## config.mk

```make
export PLATFORM = sky130hd
export DESIGN_NAME = mux_arbiter
export DESIGN_NICKNAME = d
export VERILOG_FILES = /design/src/rtl/mux_arbiter_pkg.sv /design/src/rtl/mux_arbiter_mux.sv /design/src/rtl/mux_arbiter.sv
export SDC_FILE = /design/constraint.sdc
export NUM_CORES = 1
export LEC_CHECK = 0
export ABC_AREA = 1
export CORE_ASPECT_RATIO = 0.5
export CORE_MARGIN = 2
export CORE_UTILIZATION = 45
export CTS_CLUSTER_SIZE = 20
export DETAILED_ROUTE_END_ITERATION = 8
export PLACE_DENSITY = 0.86
export SETUP_SLACK_MARGIN = 0.4
export SYNTH_ARGS = -nofsm -noshare
export SYNTH_HDL_FRONTEND = slang
export SYNTH_SLANG_ARGS = --single-unit
```

## constraint.sdc

```tcl
create_clock -name clk -period 5.35 [get_ports clk]
set_input_delay 0.535 -clock clk [delete_from_list [all_inputs] [get_ports clk]]
set_output_delay 0.535 -clock clk [all_outputs]
set_load 0.05 [all_outputs]
```

## src/rtl/mux_arbiter_pkg.sv

```systemverilog
// Shared types and size derivation for the round-robin mux arbiter.
package mux_arbiter_pkg;

    typedef enum logic [1:0] {
        StIdle,
        StFull,
        StLock
    } state_e;

    function automatic int unsigned nb_in(input int unsigned size_ctrl);
        return 32'd1 << size_ctrl;
    endfunction

endpackage

```

## src/rtl/mux_arbiter_mux.sv

```systemverilog
// Pure data selector: picks one WIRE-bit lane out of NB_IN packed lanes.
module mux
    import mux_arbiter_pkg::*;
#(
    parameter int unsigned SIZE_CTRL = 2,
    parameter int unsigned WIRE      = 8,
    localparam int unsigned NB_IN    = nb_in(SIZE_CTRL)
) (
    input  logic [SIZE_CTRL-1:0]  sel,
    input  logic [NB_IN*WIRE-1:0] in_data,
    output logic [WIRE-1:0]       out_data
);

    assign out_data = in_data[sel*WIRE +: WIRE];

endmodule

```

## src/rtl/mux_arbiter.sv

```systemverilog
// Round-robin N:1 arbiter with a one-deep registered output slot.
// Define MUX_ARBITER_LOCK_EN to hold the grant for a packet until its last beat.
module mux_arbiter
    import mux_arbiter_pkg::*;
#(
    parameter int unsigned SIZE_CTRL = 2,
    parameter int unsigned WIRE      = 8,
    localparam int unsigned NB_IN    = nb_in(SIZE_CTRL)
) (
    input  logic                  clk,
    input  logic                  rst_n,
    input  logic [NB_IN-1:0]      in_valid,
    output logic [NB_IN-1:0]      in_ready,
    input  logic [NB_IN*WIRE-1:0] in_data,
    input  logic [NB_IN-1:0]      in_last,
    output logic                  out_valid,
    input  logic                  out_ready,
    output logic [WIRE-1:0]       out_data,
    output logic [SIZE_CTRL-1:0]  out_src,
    output logic                  out_last
);

`ifdef MUX_ARBITER_LOCK_EN
    localparam bit LockEn = 1'b1;
`else
    localparam bit LockEn = 1'b0;
`endif

    state_e               state_q, state_d;
    logic [SIZE_CTRL-1:0] ptr_q, ptr_d;
    logic                 out_valid_q, out_valid_d;
    logic [WIRE-1:0]      out_data_q, out_data_d;
    logic [SIZE_CTRL-1:0] out_src_q, out_src_d;
    logic                 out_last_q, out_last_d;

    logic [SIZE_CTRL-1:0] grant_idx;
    logic [SIZE_CTRL-1:0] cand;
    logic                 grant_found;
    logic                 slot_free;
    logic                 xfer;
    logic [WIRE-1:0]      sel_data;

    mux #(
        .SIZE_CTRL (SIZE_CTRL),
        .WIRE      (WIRE)
    ) u_mux (
        .sel      (grant_idx),
        .in_data  (in_data),
        .out_data (sel_data)
    );

    // Locked: only the owner (ptr_q) may go; otherwise scan ptr+1 .. ptr, ptr itself last.
    always_comb begin
        grant_found = 1'b0;
        grant_idx   = ptr_q;
        cand        = ptr_q;
        if (state_q == StLock) begin
            grant_found = in_valid[ptr_q];
        end else begin
            for (int unsigned k = 1; k <= NB_IN; k++) begin
                cand = ptr_q + SIZE_CTRL'(k);
                if (!grant_found && in_valid[cand]) begin
                    grant_found = 1'b1;
                    grant_idx   = cand;
                end
            end
        end
    end

    assign slot_free = !out_valid_q || out_ready;
    assign xfer      = grant_found && slot_free && rst_n;
    assign in_ready  = xfer ? (NB_IN'(1) << grant_idx) : '0;

    always_comb begin
        state_d     = state_q;
        ptr_d       = ptr_q;
        out_valid_d = out_valid_q;
        out_data_d  = out_data_q;
        out_src_d   = out_src_q;
        out_last_d  = out_last_q;
        if (xfer) begin
            out_valid_d = 1'b1;
            out_data_d  = sel_data;
            out_src_d   = grant_idx;
            out_last_d  = in_last[grant_idx];
            ptr_d       = grant_idx;
            state_d     = (LockEn && !in_last[grant_idx]) ? StLock : StFull;
        end else if (out_valid_q && out_ready) begin
            out_valid_d = 1'b0;
            // An open packet keeps its lock even while the slot sits empty.
            if (state_q != StLock) begin
                state_d = StIdle;
            end
        end
    end

    always_ff @(posedge clk or negedge rst_n) begin
        if (!rst_n) begin
            state_q     <= StIdle;
            ptr_q       <= SIZE_CTRL'(NB_IN - 1);
            out_valid_q <= 1'b0;
            out_data_q  <= '0;
            out_src_q   <= '0;
            out_last_q  <= 1'b0;
        end else begin
            state_q     <= state_d;
            ptr_q       <= ptr_d;
            out_valid_q <= out_valid_d;
            out_data_q  <= out_data_d;
            out_src_q   <= out_src_d;
            out_last_q  <= out_last_d;
        end
    end

    assign out_valid = out_valid_q;
    assign out_data  = out_data_q;
    assign out_src   = out_src_q;
    assign out_last  = out_last_q;

endmodule

```

==> metrics.yaml <==
clock_network:
  cts.repair_timing.setup_buffer_count: 0
  cts_buffer_depth: 2
  cts_inserted_buffers: 3
  cts.htree.levels: 1
  clock_insertion_delay_worst_skew_ps: 250
  clock_sinks: 14
  clock_tree_from_tritoncts: "built"
  post_cts_resize_count: 0
  clk_pin_slew_ps: 60
  clock_root_buffer_master: "clkbuf_8"
  postCtsHoldBufs: 0
drt:
  detail_route.first_pass.iterations: 4
  wire_length_after_detailed_routing_um: 3490
  via_per_inst: 5.27
  drt-wirelength-per-cell_um: 12.7
  vias: 1455
  drt_iter0_drc: 42
  post-route-drc-count: 0
  route.antenna.remaining_nets: 0
synth:
  syn-num-nets: 229
  synth_sequential_area_ratio_pct: 27.4
  synth-seq-cells: 14
  cell_count_after_synthesis: 186
  syn-mean-instance-area_um2: 6.93
  synthesis.area_mm2: 0.00129
  synth_area_leader_cell: "nand3_1"
  largest_cells_by_area_after_synthesis: "nand3_1, dfrtp_1, nand2_1, nand2_2, nand2_4"
  yosysUniqueCellTypes: 22
  yosys_warnings: 0
  synth.top_cell.area_share_pct: 23.7
grt:
  grt_pass1_vias: 1393
  gr_met3_demand_resource_pct: 5.22
  grt_use_met2_pct: 38.2
  globalRouteOverflowTotal: 0
  combined_global_route_utilization_of_all_metal_layers_pct: 22.8
  grt-busiest-layer: "met2"
  grt_antenna_before_repair: 0
  first_pass_grt_wire_length_um: 6040
  largest_net_degree_at_the_start_of_global_routing: 21
  gr-usage-met1_pct: 29.2
layout:
  drive_gt1_share_pct: 18.4
  syn_to_final_growth_pct: 46.6
  finish.net_count: 283
  num_antenna_cells: 0
placed_design:
  dp_worst_setup_slack_ps: 1700
  gpl.final_weighted_congestion: 0.857
  place.port_buffers: 58
  place_hpwl_um: 2800
pwr:
  intPower_mw: 0.591
  share_seq_of_total_power_pct: 14.6
  clockPowerShare_pct: 7.3
  comb_power_share_pct: 78.1
  vdd_ir_max_v: 0.000368
  p_sw_share_pct: 59.1
  total_switching_power_mw: 0.852
  power.density_cell_area_mw_per_mm2: 764
  power.static_leakage_nw: 0.864
setup_path:
  path_common_cell: "nand2_4"
  ff2ff_path_depth: 12
  worst-setup-path-type: "flop to output pin"
  reg2reg_setup_slack_ps: 2980
  required_ps: 4820
  critical_path_arrival_ps: 3270
  cp_cell_sequence: "inv_2 > nand2_1 > nand2_4 > nand2_4 > nand2_4 > inv_4 > nand3_2 > nand2_8 > nand2_2 > nor2_1 > clkdlybuf4s50_1"
  critPathMaxFanout: 20
  crit_path_max_incr_delay_ps: 820
  slowest_stage: "clkdlybuf4s50_1"
  end_kind: "output pin"
  start_kind: "flop"
sta:
  relSlewSlack_pct: 55.5
  slew_violations: 0
  finalSetupTns_ps: 0
  setup_viol: 0
  hold_viol_final: 0
  fin_crit_sh_pct: 71.2
  layout_min_cycle_time_ps: 3810
  fmax_ghz: 0.263
  fin_worst_hold_slack_ps: 482
  actual_slew_at_the_worst_max_slew_pin_ps: 665
  final_critical_path_setup_slack_ps: 1540
  grt_setup_unrepaired: "no"
  fin_worst_skew_ps: 1.90
min_path:
  holdCritPathClass: "flop to flop"
  min_delay_path_depth: 2
floorplanning:
  die_width_um: 79.7
  starting_density_pct: 48.6
  placeableCoreArea_mm2: 0.00265
  io_pins: 59
  fp.dieH_um: 41.8
  fp-row-count: 13
  die_area_mm2: 0.00333
outcome:
  outcome: "completed"
flow_run:
  max_cap_violations: 0
[critical path: cells and delay by family, from the launching register on]
| kind | cells | cell delay, ps |
|---|---|---|
| and+or+nand+nor | 8 | 1230 |
| buffers and inverters | 3 | 1060 |
| DFF | 1 | 710 |
[placed cells by master (no fill, tap or decap), drive strengths merged]
master | synthesis | layout
dfstp | 2 | 2
nand3 | 64 | 64
a21oi | 2 | 2
o21ai | 5 | 5
dfrtp | 12 | 12
clkbuf | 0 | 4
inv | 8 | 8
nand2 | 75 | 75
clkdlybuf4s50 | 0 | 58
nand4 | 2 | 2
nor2 | 7 | 7
[cells in the mapped netlist]
library cell / number
a21oi_1: 2
buf_2: 2
buf_4: 2
buf_6: 5
dfrtp_1: 12
dfstp_2: 2
inv_1: 3
inv_2: 4
inv_4: 1
nand2_1: 47
nand2_2: 21
nand2_4: 6
nand2_8: 1
nand3_1: 61
nand3_2: 2
nand3_4: 1
nand4_1: 2
nor2_1: 5
nor2_2: 1
nor2_4: 1
o21ai_0: 3
o21ai_1: 2
[logic make-up after synthesis]
kind of cell           after synthesis  share of synthesized area (%)
buffers and inverters               17                           8.83
AND/OR/NAND/NOR                    148                           61.1
AO/OA/AOI/OAI                        7                           2.72
flip-flops                          14                           27.4
[stage by stage]
stage / power, mW / std cells / utilization (%) / area (um2)
after floorplan: 1.13 / 186 / - / 1290
after global placement: 1.31 / 272 / 69.2 / 1830
after detailed placement: 1.34 / 272 / 69.2 / 1830
after CTS: 1.45 / 276 / 71.3 / 1890
after global routing: 1.57 / 276 / 71.3 / 1890
final: 1.44 / 276 / 71.3 / 1890
[flip-flops by register name (all words and copies together), names as in the netlist]
signal and flops:
out_last 1, out_valid 1, out_src 2, out_data 8, ptr_q 2
[path summary, 6_finish.rpt]
path | from | endpoint
max | ptr_q[0] | in_ready[3]
min | out_data[7] | out_data[7]
max reg2reg | ptr_q[0] | out_data[3]
min reg2reg | out_data[7] | out_data[7]
max in group asynchronous | rst_n | out_data[3]
min in group asynchronous | rst_n | out_src[0]
[power by group through the flow]
stage	clock, mW	combinational [mW]	sequential (mW)
2_1_floorplan	0	0.787	0.347
3_3_place_gp	0	1.10	0.210
3_5_place_dp	0	1.13	0.212
4_1_cts	0.107	1.13	0.211
5_1_grt	0.111	1.24	0.220
6_report	0.105	1.13	0.210
[layout make-up]
cell class,count,area [um2]
clock buffer,4,55.1
sequential,14,353
tap,37,46.3
timing repair buffer,58,581
inverter,8,32.5
multi-input combinational,155,822
fill,227,762
[layer usage]
layer / routed length (um) / up-vias
met1: 1520 / 675
met2: 1760 / 43
li1: - / 727
met3: 144 / 10
met5: 0 / -
met4: 74 / 0
Power figures use the tool's default switching activity.
